`src/rtl/countdown_timer_pkg.sv`:
```
// Shared types and constants for the MM:SS countdown timer.
package countdown_timer_pkg;

    typedef enum logic [1:0] {
        IDLE  = 2'd0,
        RUN   = 2'd1,
        PAUSE = 2'd2,
        DONE  = 2'd3
    } state_t;

    typedef logic [3:0] bcd_t;

    localparam bcd_t SEC_HI_MAX = 4'd5;
    localparam bcd_t MIN_HI_MAX = 4'd5;
    localparam bcd_t LO_MAX     = 4'd9;

    function automatic bcd_t clamp_digit(input bcd_t d, input bcd_t max_val);
        return (d > max_val) ? max_val : d;
    endfunction

endpackage

```
`src/rtl/countdown_timer_bcd_down_digit.sv`:
```
// One down-counting BCD digit: wraps 0 -> max_val on decrement and flags a borrow.
module bcd_down_digit
    import countdown_timer_pkg::*;
(
    input  logic clk_cin,
    input  logic rst,
    input  bcd_t max_val,
    input  logic load,
    input  bcd_t load_val,
    input  logic dec,
    output bcd_t digit,
    output logic borrow
);

    assign borrow = dec && (digit == '0);

    always_ff @(posedge clk_cin or posedge rst) begin
        if (rst) begin
            digit <= '0;
        end else if (load) begin
            digit <= load_val;
        end else if (dec) begin
            digit <= (digit == '0) ? max_val : digit - 4'd1;
        end
    end

endmodule

```
`src/rtl/countdown_timer.sv`:
```
// MM:SS BCD countdown timer with pause and timed alarm.
// Optional: define COUNTDOWN_AUTO_RELOAD_EN to reload presets at timeout instead of stopping.
module countdown_timer
    import countdown_timer_pkg::*;
#(
    parameter int unsigned ALARM_CYCLES = 4
) (
    input  logic       clk_cin,
    input  logic       rst,
    input  logic       load,
    input  logic       start,
    input  logic       pause,
    input  logic [3:0] preset_sec_lo,
    input  logic [3:0] preset_sec_hi,
    input  logic [3:0] preset_min_lo,
    input  logic [3:0] preset_min_hi,
    output logic [3:0] sec_lo,
    output logic [3:0] sec_hi,
    output logic [3:0] min_lo,
    output logic [3:0] min_hi,
    output logic       running,
    output logic       zero,
    output logic       alarm
);

    localparam logic [3:0] ALARM_LAST = 4'(ALARM_CYCLES - 1);

    state_t     state, state_n;
    logic       alarm_n;
    logic [3:0] alarm_cnt, alarm_cnt_n;
    logic       dig_load, dig_dec;
    logic       one_left;

    bcd_t p_sec_lo, p_sec_hi, p_min_lo, p_min_hi;
    logic borrow_sl, borrow_sh, borrow_ml;
    logic unused_min_hi_borrow;

    assign p_sec_lo = clamp_digit(preset_sec_lo, LO_MAX);
    assign p_sec_hi = clamp_digit(preset_sec_hi, SEC_HI_MAX);
    assign p_min_lo = clamp_digit(preset_min_lo, LO_MAX);
    assign p_min_hi = clamp_digit(preset_min_hi, MIN_HI_MAX);

    assign zero     = (sec_lo == '0) && (sec_hi == '0) && (min_lo == '0) && (min_hi == '0);
    assign one_left = (sec_lo == 4'd1) && (sec_hi == '0) && (min_lo == '0) && (min_hi == '0);
    assign running  = (state == RUN);

`ifdef COUNTDOWN_AUTO_RELOAD_EN
    logic preset_zero;
    assign preset_zero = (p_sec_lo == '0) && (p_sec_hi == '0) && (p_min_lo == '0) && (p_min_hi == '0);
`endif

    bcd_down_digit u_sec_lo (
        .clk_cin (clk_cin), .rst (rst), .max_val (LO_MAX), .load (dig_load),
        .load_val (p_sec_lo), .dec (dig_dec), .digit (sec_lo), .borrow (borrow_sl)
    );
    bcd_down_digit u_sec_hi (
        .clk_cin (clk_cin), .rst (rst), .max_val (SEC_HI_MAX), .load (dig_load),
        .load_val (p_sec_hi), .dec (borrow_sl), .digit (sec_hi), .borrow (borrow_sh)
    );
    bcd_down_digit u_min_lo (
        .clk_cin (clk_cin), .rst (rst), .max_val (LO_MAX), .load (dig_load),
        .load_val (p_min_lo), .dec (borrow_sh), .digit (min_lo), .borrow (borrow_ml)
    );
    bcd_down_digit u_min_hi (
        .clk_cin (clk_cin), .rst (rst), .max_val (MIN_HI_MAX), .load (dig_load),
        .load_val (p_min_hi), .dec (borrow_ml), .digit (min_hi), .borrow (unused_min_hi_borrow)
    );

    always_ff @(posedge clk_cin or posedge rst) begin
        if (rst) begin
            state     <= IDLE;
            alarm     <= 1'b0;
            alarm_cnt <= '0;
        end else begin
            state     <= state_n;
            alarm     <= alarm_n;
            alarm_cnt <= alarm_cnt_n;
        end
    end

    // Alarm timeout runs independently of state so it also expires while auto-reload keeps RUN.
    always_comb begin
        state_n     = state;
        alarm_n     = alarm;
        alarm_cnt_n = alarm_cnt;
        dig_load    = 1'b0;
        dig_dec     = 1'b0;

        if (alarm) begin
            if (alarm_cnt == '0) alarm_n = 1'b0;
            else                 alarm_cnt_n = alarm_cnt - 4'd1;
        end

        if (load) begin
            state_n     = IDLE;
            alarm_n     = 1'b0;
            alarm_cnt_n = '0;
            dig_load    = 1'b1;
        end else begin
            unique case (state)
                IDLE: begin
                    if (!pause && start && !zero) state_n = RUN;
                end
                RUN: begin
                    if (pause) begin
                        state_n = PAUSE;
                    end else if (zero) begin
                        state_n = IDLE;
                    end else if (one_left) begin
                        alarm_n     = 1'b1;
                        alarm_cnt_n = ALARM_LAST;
`ifdef COUNTDOWN_AUTO_RELOAD_EN
                        if (preset_zero) begin
                            dig_dec = 1'b1;
                            state_n = IDLE;
                        end else begin
                            dig_load = 1'b1;
                        end
`else
                        dig_dec = 1'b1;
                        state_n = DONE;
`endif
                    end else begin
                        dig_dec = 1'b1;
                    end
                end
                PAUSE: begin
                    if (!pause && start) state_n = RUN;
                end
                DONE: begin
                    state_n = DONE;
                end
                default: begin
                    state_n = IDLE;
                end
            endcase
        end
    end

endmodule

```
`config.mk`:
```
export PLATFORM = sky130hd
export DESIGN_NAME = countdown_timer
export DESIGN_NICKNAME = d
export VERILOG_FILES = /design/src/rtl/countdown_timer_pkg.sv /design/src/rtl/countdown_timer_bcd_down_digit.sv /design/src/rtl/countdown_timer.sv
export SDC_FILE = /design/constraint.sdc
export NUM_CORES = 1
export LEC_CHECK = 0
export ABC_CLOCK_PERIOD_IN_PS = 4500
export BUFFER_PORTS_ARGS = -buffer_cell sky130_fd_sc_hd__buf_4
export CAP_MARGIN = 15
export CORE_MARGIN = 2
export CORE_UTILIZATION = 35
export CTS_CLUSTER_SIZE = 12
export DETAILED_ROUTE_END_ITERATION = 7
export PLACE_DENSITY = 0.55
export SLEW_MARGIN = 30
export SYNTH_ARGS = -nofsm -noshare
export SYNTH_HDL_FRONTEND = slang
export SYNTH_SLANG_ARGS = --single-unit
export TNS_END_PERCENT = 100
```
`constraint.sdc`:
```
create_clock -name clk_cin -period 4.5 [get_ports clk_cin]
set_input_delay 1.125 -clock clk_cin [delete_from_list [all_inputs] [get_ports clk_cin]]
set_output_delay 1.125 -clock clk_cin [all_outputs]
set_load 0.02 [all_outputs]
```
# ---- Yosys cells after proc, flatten, opt, wreduce, memory -nomap -nowiden
# Index checks and enable logic that the tools add are counted.
dict set report classes {
  addsub 5
  n_lt_le_gt_ge 4
  eq_ne 7
  mux 42
  n_reduce_logical 24
}
# cell count
set ops {}
lappend ops {{$mux W4} 23}
lappend ops {{$logic_not A4 Y1} 5}
lappend ops {{$sub A4 B1 Y4 const B} 5}
lappend ops {{$mux W1} 12}
lappend ops {{$mux W2} 6}
lappend ops {{$logic_and A1 B1 Y1} 11}
lappend ops {{$gt A4 B3 Y1 const B} 2}
lappend ops {{$gt A4 B4 Y1 const B} 2}
lappend ops {{$pmux W2 S4} 1}
lappend ops {{$reduce_bool A2 Y1} 4}
lappend ops {{$ne A3 B3 Y1 const B} 2}
lappend ops {{$ne A5 B3 Y1 const B} 1}
lappend ops {{$eq A2 B2 Y1 const B} 2}
lappend ops {{$eq A4 B1 Y1 const B} 1}
lappend ops {{$reduce_and A3 Y1} 1}
lappend ops {{$eq A2 B1 Y1 const B} 1}
lappend ops {{$logic_not A1 Y1} 2}
lappend ops {{$logic_not A2 Y1} 1}
dict set report word_totals {
  register_bits 23
  in_bits 21
  out_inout_bits 19
  elab_cells 89
}

# ---- Logic depth before layout (Yosys ltp)
dict set report depth {
  ltp_word 13
  depth_mapped 6
}

# ---- Modules after synthesis
# A second synthesis with hierarchy kept.
dict set report unflattened {
  hier_cells 201
  area_unflattened_um2 1808.0
}
# module n_inst cells_each area_per_inst_um2
set by_module_without_submodules {}
lappend by_module_without_submodules {bcd_down_digit 4 32 305.3}
lappend by_module_without_submodules {countdown_timer 1 73 586.8}

# ---- Worst setup path before layout
# OpenSTA, ideal clock, no wires.
dict set report synth_timing {
  path_kind {register to output}
  start {reg u_sec_hi.digit[1]}
  end {out zero}
  arrival_ps 1510
  required_time_ps 3375
  setup_slack_ps 1865
  stages_incl_launch_ff 5
  cell_sequence {dfrtp_1 nor4_4 and4_1 buf_2 and2_1}
}
dict set report synth_between {
  elab_chain_len 4
}
# item line_no
set synth_lines {}
lappend synth_lines {{start, declared} countdown_timer_bcd_down_digit.sv:11} ;# output bcd_t digit,
lappend synth_lines {{start signal, assigned} countdown_timer_bcd_down_digit.sv:21} ;# digit <= load_val;
lappend synth_lines {{start signal, assigned} countdown_timer_bcd_down_digit.sv:23} ;# digit <= (digit == '0) ? max_val : digit - 4'd1;
lappend synth_lines {{$logic_not A4 Y1} countdown_timer.sv:43} ;# assign zero = (sec_lo == '0) && (sec_hi == '0) && (min_lo == '0) && (min_hi == '0);
lappend synth_lines {{$logic_and A1 B1 Y1 (3 in a row)} countdown_timer.sv:43}
lappend synth_lines {{end, declared} countdown_timer.sv:22} ;# output logic zero,
# Every way passes these cells.

# ---- Worst setup path after layout
dict set report layout_timing {
  start {reg u_min_lo.digit[0]}
  end {out zero}
}
dict set report layout_between {
  elab_chain_len 3
}
# item line_no
set layout_lines {}
lappend layout_lines {{start, declared} countdown_timer_bcd_down_digit.sv:11}
lappend layout_lines {{start signal, assigned} countdown_timer_bcd_down_digit.sv:21}
lappend layout_lines {{start signal, assigned} countdown_timer_bcd_down_digit.sv:23}
lappend layout_lines {{$logic_not A4 Y1} countdown_timer.sv:43}
lappend layout_lines {{$logic_and A1 B1 Y1 (2 in a row)} countdown_timer.sv:43}
# Every way passes these cells.

==> reports/metrics.csv <==
stage,metric,value,unit
status,status,finished clean,
sta,finalCriticalPeriod,3040,ps
setup_path,cp_max_fo,8,
cells_and_area,final_common_cell,buf_4,
floorplan,die_area,0.00449,sq mm
logic_synthesis,synth.avg_cell_area,9.32,sq um
logic_synthesis,synth_area_leader_cell,dfrtp_1,
clock_tree,cts_setup_buffers,0,
floorplan,die_w,67.0,microns
routing,routed_wl,3.16,mm
sta,rsz0062_at_grt,false,
logic_synthesis,synth_area,0.00139,sq mm
cells_and_area,seq_area,576,sq um
cells_and_area,multi_input_area,774,sq um
grt,grt-ovfl-total,0,
setup_path,r2r-end,u_min_lo.digit[3],
sta,tightestPinTransition,818,ps
sta,setup_ws,1460,ps
setup_path,path_cells,nor4_4 -> and4_1 -> and2_1 -> buf_4,
sta,tns,0,ps
setup_path,critPathKind,flip-flop to output port,
sta,slew_headroom,45.1,%
clock_tree,clock_latency,260,ps
cells_and_area,final_cell_mix,"39 x buf_4, 23 x dfrtp_1, 15 x a21oi_1",
setup_path,cpLargestDelayFamily,simple AND/OR/NAND/NOR gates,
routing,dr.pass1.iters,4,
routing,vias_per_cell,5.29,
clock_tree,cts_max_level,1,
setup_path,slowest_delay,490,ps
grt,grt_pass1_wl,5.51,mm
sta,fin_crit_sh,67.6,%
setup_path,reg2reg_slack,2630,ps
clock_tree,cts_tree,yes,
grt,antenna_found_initial,0,
routing,vias,1244,
logic_synthesis,synth_flop_cell,dfrtp_1,
floorplan,start_util,37.1,%
floorplan,rows,22,
clock_tree,clk_pin_slew,80,ps
clock_tree,clock-root-buffer,clkbuf_8,
logic_synthesis,synth_top_cell_area_share,41.4,%
cells_and_area,diodes,0,
logic_synthesis,synth.distinct_cells,44,
routing,ant_nets,0,
grt,gr-usage-all-layers,16.0,%
logic_synthesis,ys_seq_elements,23,
sta,skew,2.42,ps
setup_path,critPathArrivalTime,1920,ps
hold_path,worstHoldPathCells,2,
power_and_ir_drop,peakVddDrop,0.137,mV
clock_tree,cts_buffer_depth,2,
cells_and_area,final_cells,235,
cells_and_area,area_delta_synth_final,27.2,%
power_and_ir_drop,p_leak,0.710,nW
floorplan,io_pins,40,
power_and_ir_drop,finalPower,0.461,mW
sta,setup_violations,0,
logic_synthesis,synth_area_leaders,"dfrtp_1 41%, a21oi_1 5.4%, nor3_1 3.2%",
cells_and_area,fin_nets,210,
setup_path,worst-path-buf-inv,1,
clock_tree,cts.sinks,23,
logic_synthesis,syn-num-nets,171,
setup_path,critPathLaunchType,flip-flop,
logic_synthesis,synthArstFlopShare,100,%
place,dp.cells,231,
routing,post-route-drc-count,0,
power_and_ir_drop,cellPowerDensity,261,mW/mm^2
job,drv_cap,0,
grt,grt_max_degree,36,
floorplan,coreArea,0.00374,sq mm
sta,finalMaxSlewViolations,0,
hold_path,holdPathEnd,alarm_cnt[0],
setup_path,crit_path_end_kind,output port,
sta,finalHoldViolCount,0,
place,dp_hpwl,2.41,mm
cells_and_area,fill_cells,389,
clock_tree,cts_hold_buf,0,
setup_path,reg2reg_from,u_sec_hi.digit[1],
routing,drt_iter0_drc,60,
logic_synthesis,synth_edf_count,0,
floorplan,fp.dieH,67.0,microns
clock_tree,cts_resized,0,
place,port_buffers,39,
grt,grt_pass1_vias,1188,
hold_path,hold_start,alarm_cnt[0],
logic_synthesis,syn_inst,149,
hold_path,hp-class,flip-flop to flip-flop,
setup_path,required,3380,ps
logic_synthesis,synth.yosys.seq_area_share,41.4,%
place,place_congestion,0.800,
cells_and_area,drive_gt1_share,27.3,%
place,pre_cts_slack,1750,ps
setup_path,critPathSlowestCell,dfrtp_1,
setup_path,r2r_cells,5,
clock_tree,cts_buffers,3,
logic_synthesis,yosys_warnings,0,
routing,wire_per_inst,13.5,microns
sta,fmax,329,MHz
-- worst reg2reg max path: stages (launching register included) --
cell	delay, ps
dfrtp_1	460
nor4_4	380
nand4_1	230
nor4_2	300
nor3b_1	90
a221o_1	280
-- area by class of cell --
type	count	area share, %
multi-input cells	116	43.8
well taps	48	3.40
repair buffers	39	16.6
clock buffers	4	2.55
inverters	5	1.06
flip-flops and latches	23	32.6
-- cell usage after synthesis (4+ instances only) --
cell and count:
nand2_1 11, a21oi_1 15, dfrtp_1 23, clkbuf_1 4, nor3_1 9, xnor2_1 4, nand2b_1 4, o21ai_0 5
nor2_1 12, o21ai_1 5, inv_1 5
-- sequential cells by signal, summed over array words and instances (netlist names) --
register / cells
state: 2
u_min_lo.digit: 4
u_sec_lo.digit: 4
alarm: 1
u_min_hi.digit: 4
alarm_cnt: 4
u_sec_hi.digit: 4
-- kinds of logic after synthesis --
logic type / count (synthesis) / share of synthesized area (%)
adders and majority gates: 1 / 0.901
AOI/OAI and AO/OA: 44 / 20.1
and+or+nand+nor: 63 / 29.5
muxes: 3 / 2.16
DFF: 23 / 41.4
buffers and inverters: 10 / 2.79
xor gates and xnor gates: 5 / 3.15
-- where the power goes --
part	internal, mW	total [mW]	switching, mW
clock	0.0632	0.129	0.0656
sequential	0.218	0.240	0.0221
combinational	0.0436	0.0929	0.0494
-- worst max path at each step --
stage	start	endpoint	slack (ps)	cells after the start
finish	u_min_lo.digit[0]	zero	1460	4
CTS	u_sec_hi.digit[1]	zero	1450	4
floorplan	u_sec_hi.digit[1]	zero	1860	4
detailed placement	u_sec_hi.digit[1]	zero	1750	4
global route	u_sec_hi.digit[1]	zero	1360	4
global placement	u_sec_hi.digit[1]	zero	1780	4
-- stage by stage --
step           hold WS, ps  area, sq um  util, %
3_5_place_dp           572         1720     46.0
5_1_grt                636         1770     47.2
4_1_cts                588         1770     47.2
2_1_floorplan          546         1390        -
3_3_place_gp           564         1720     46.0
6_report               584         1770     47.2
-- layer usage --
layer  vias up  wire length, microns  track usage (%)
met3         2                   211             5.24
met5         -                     0                0
met2        28                  1380             25.3
met4         0                    18             2.30
li1        628                     -                -
met1       586                  1560             21.8
(Power assumes the default switching activity.)
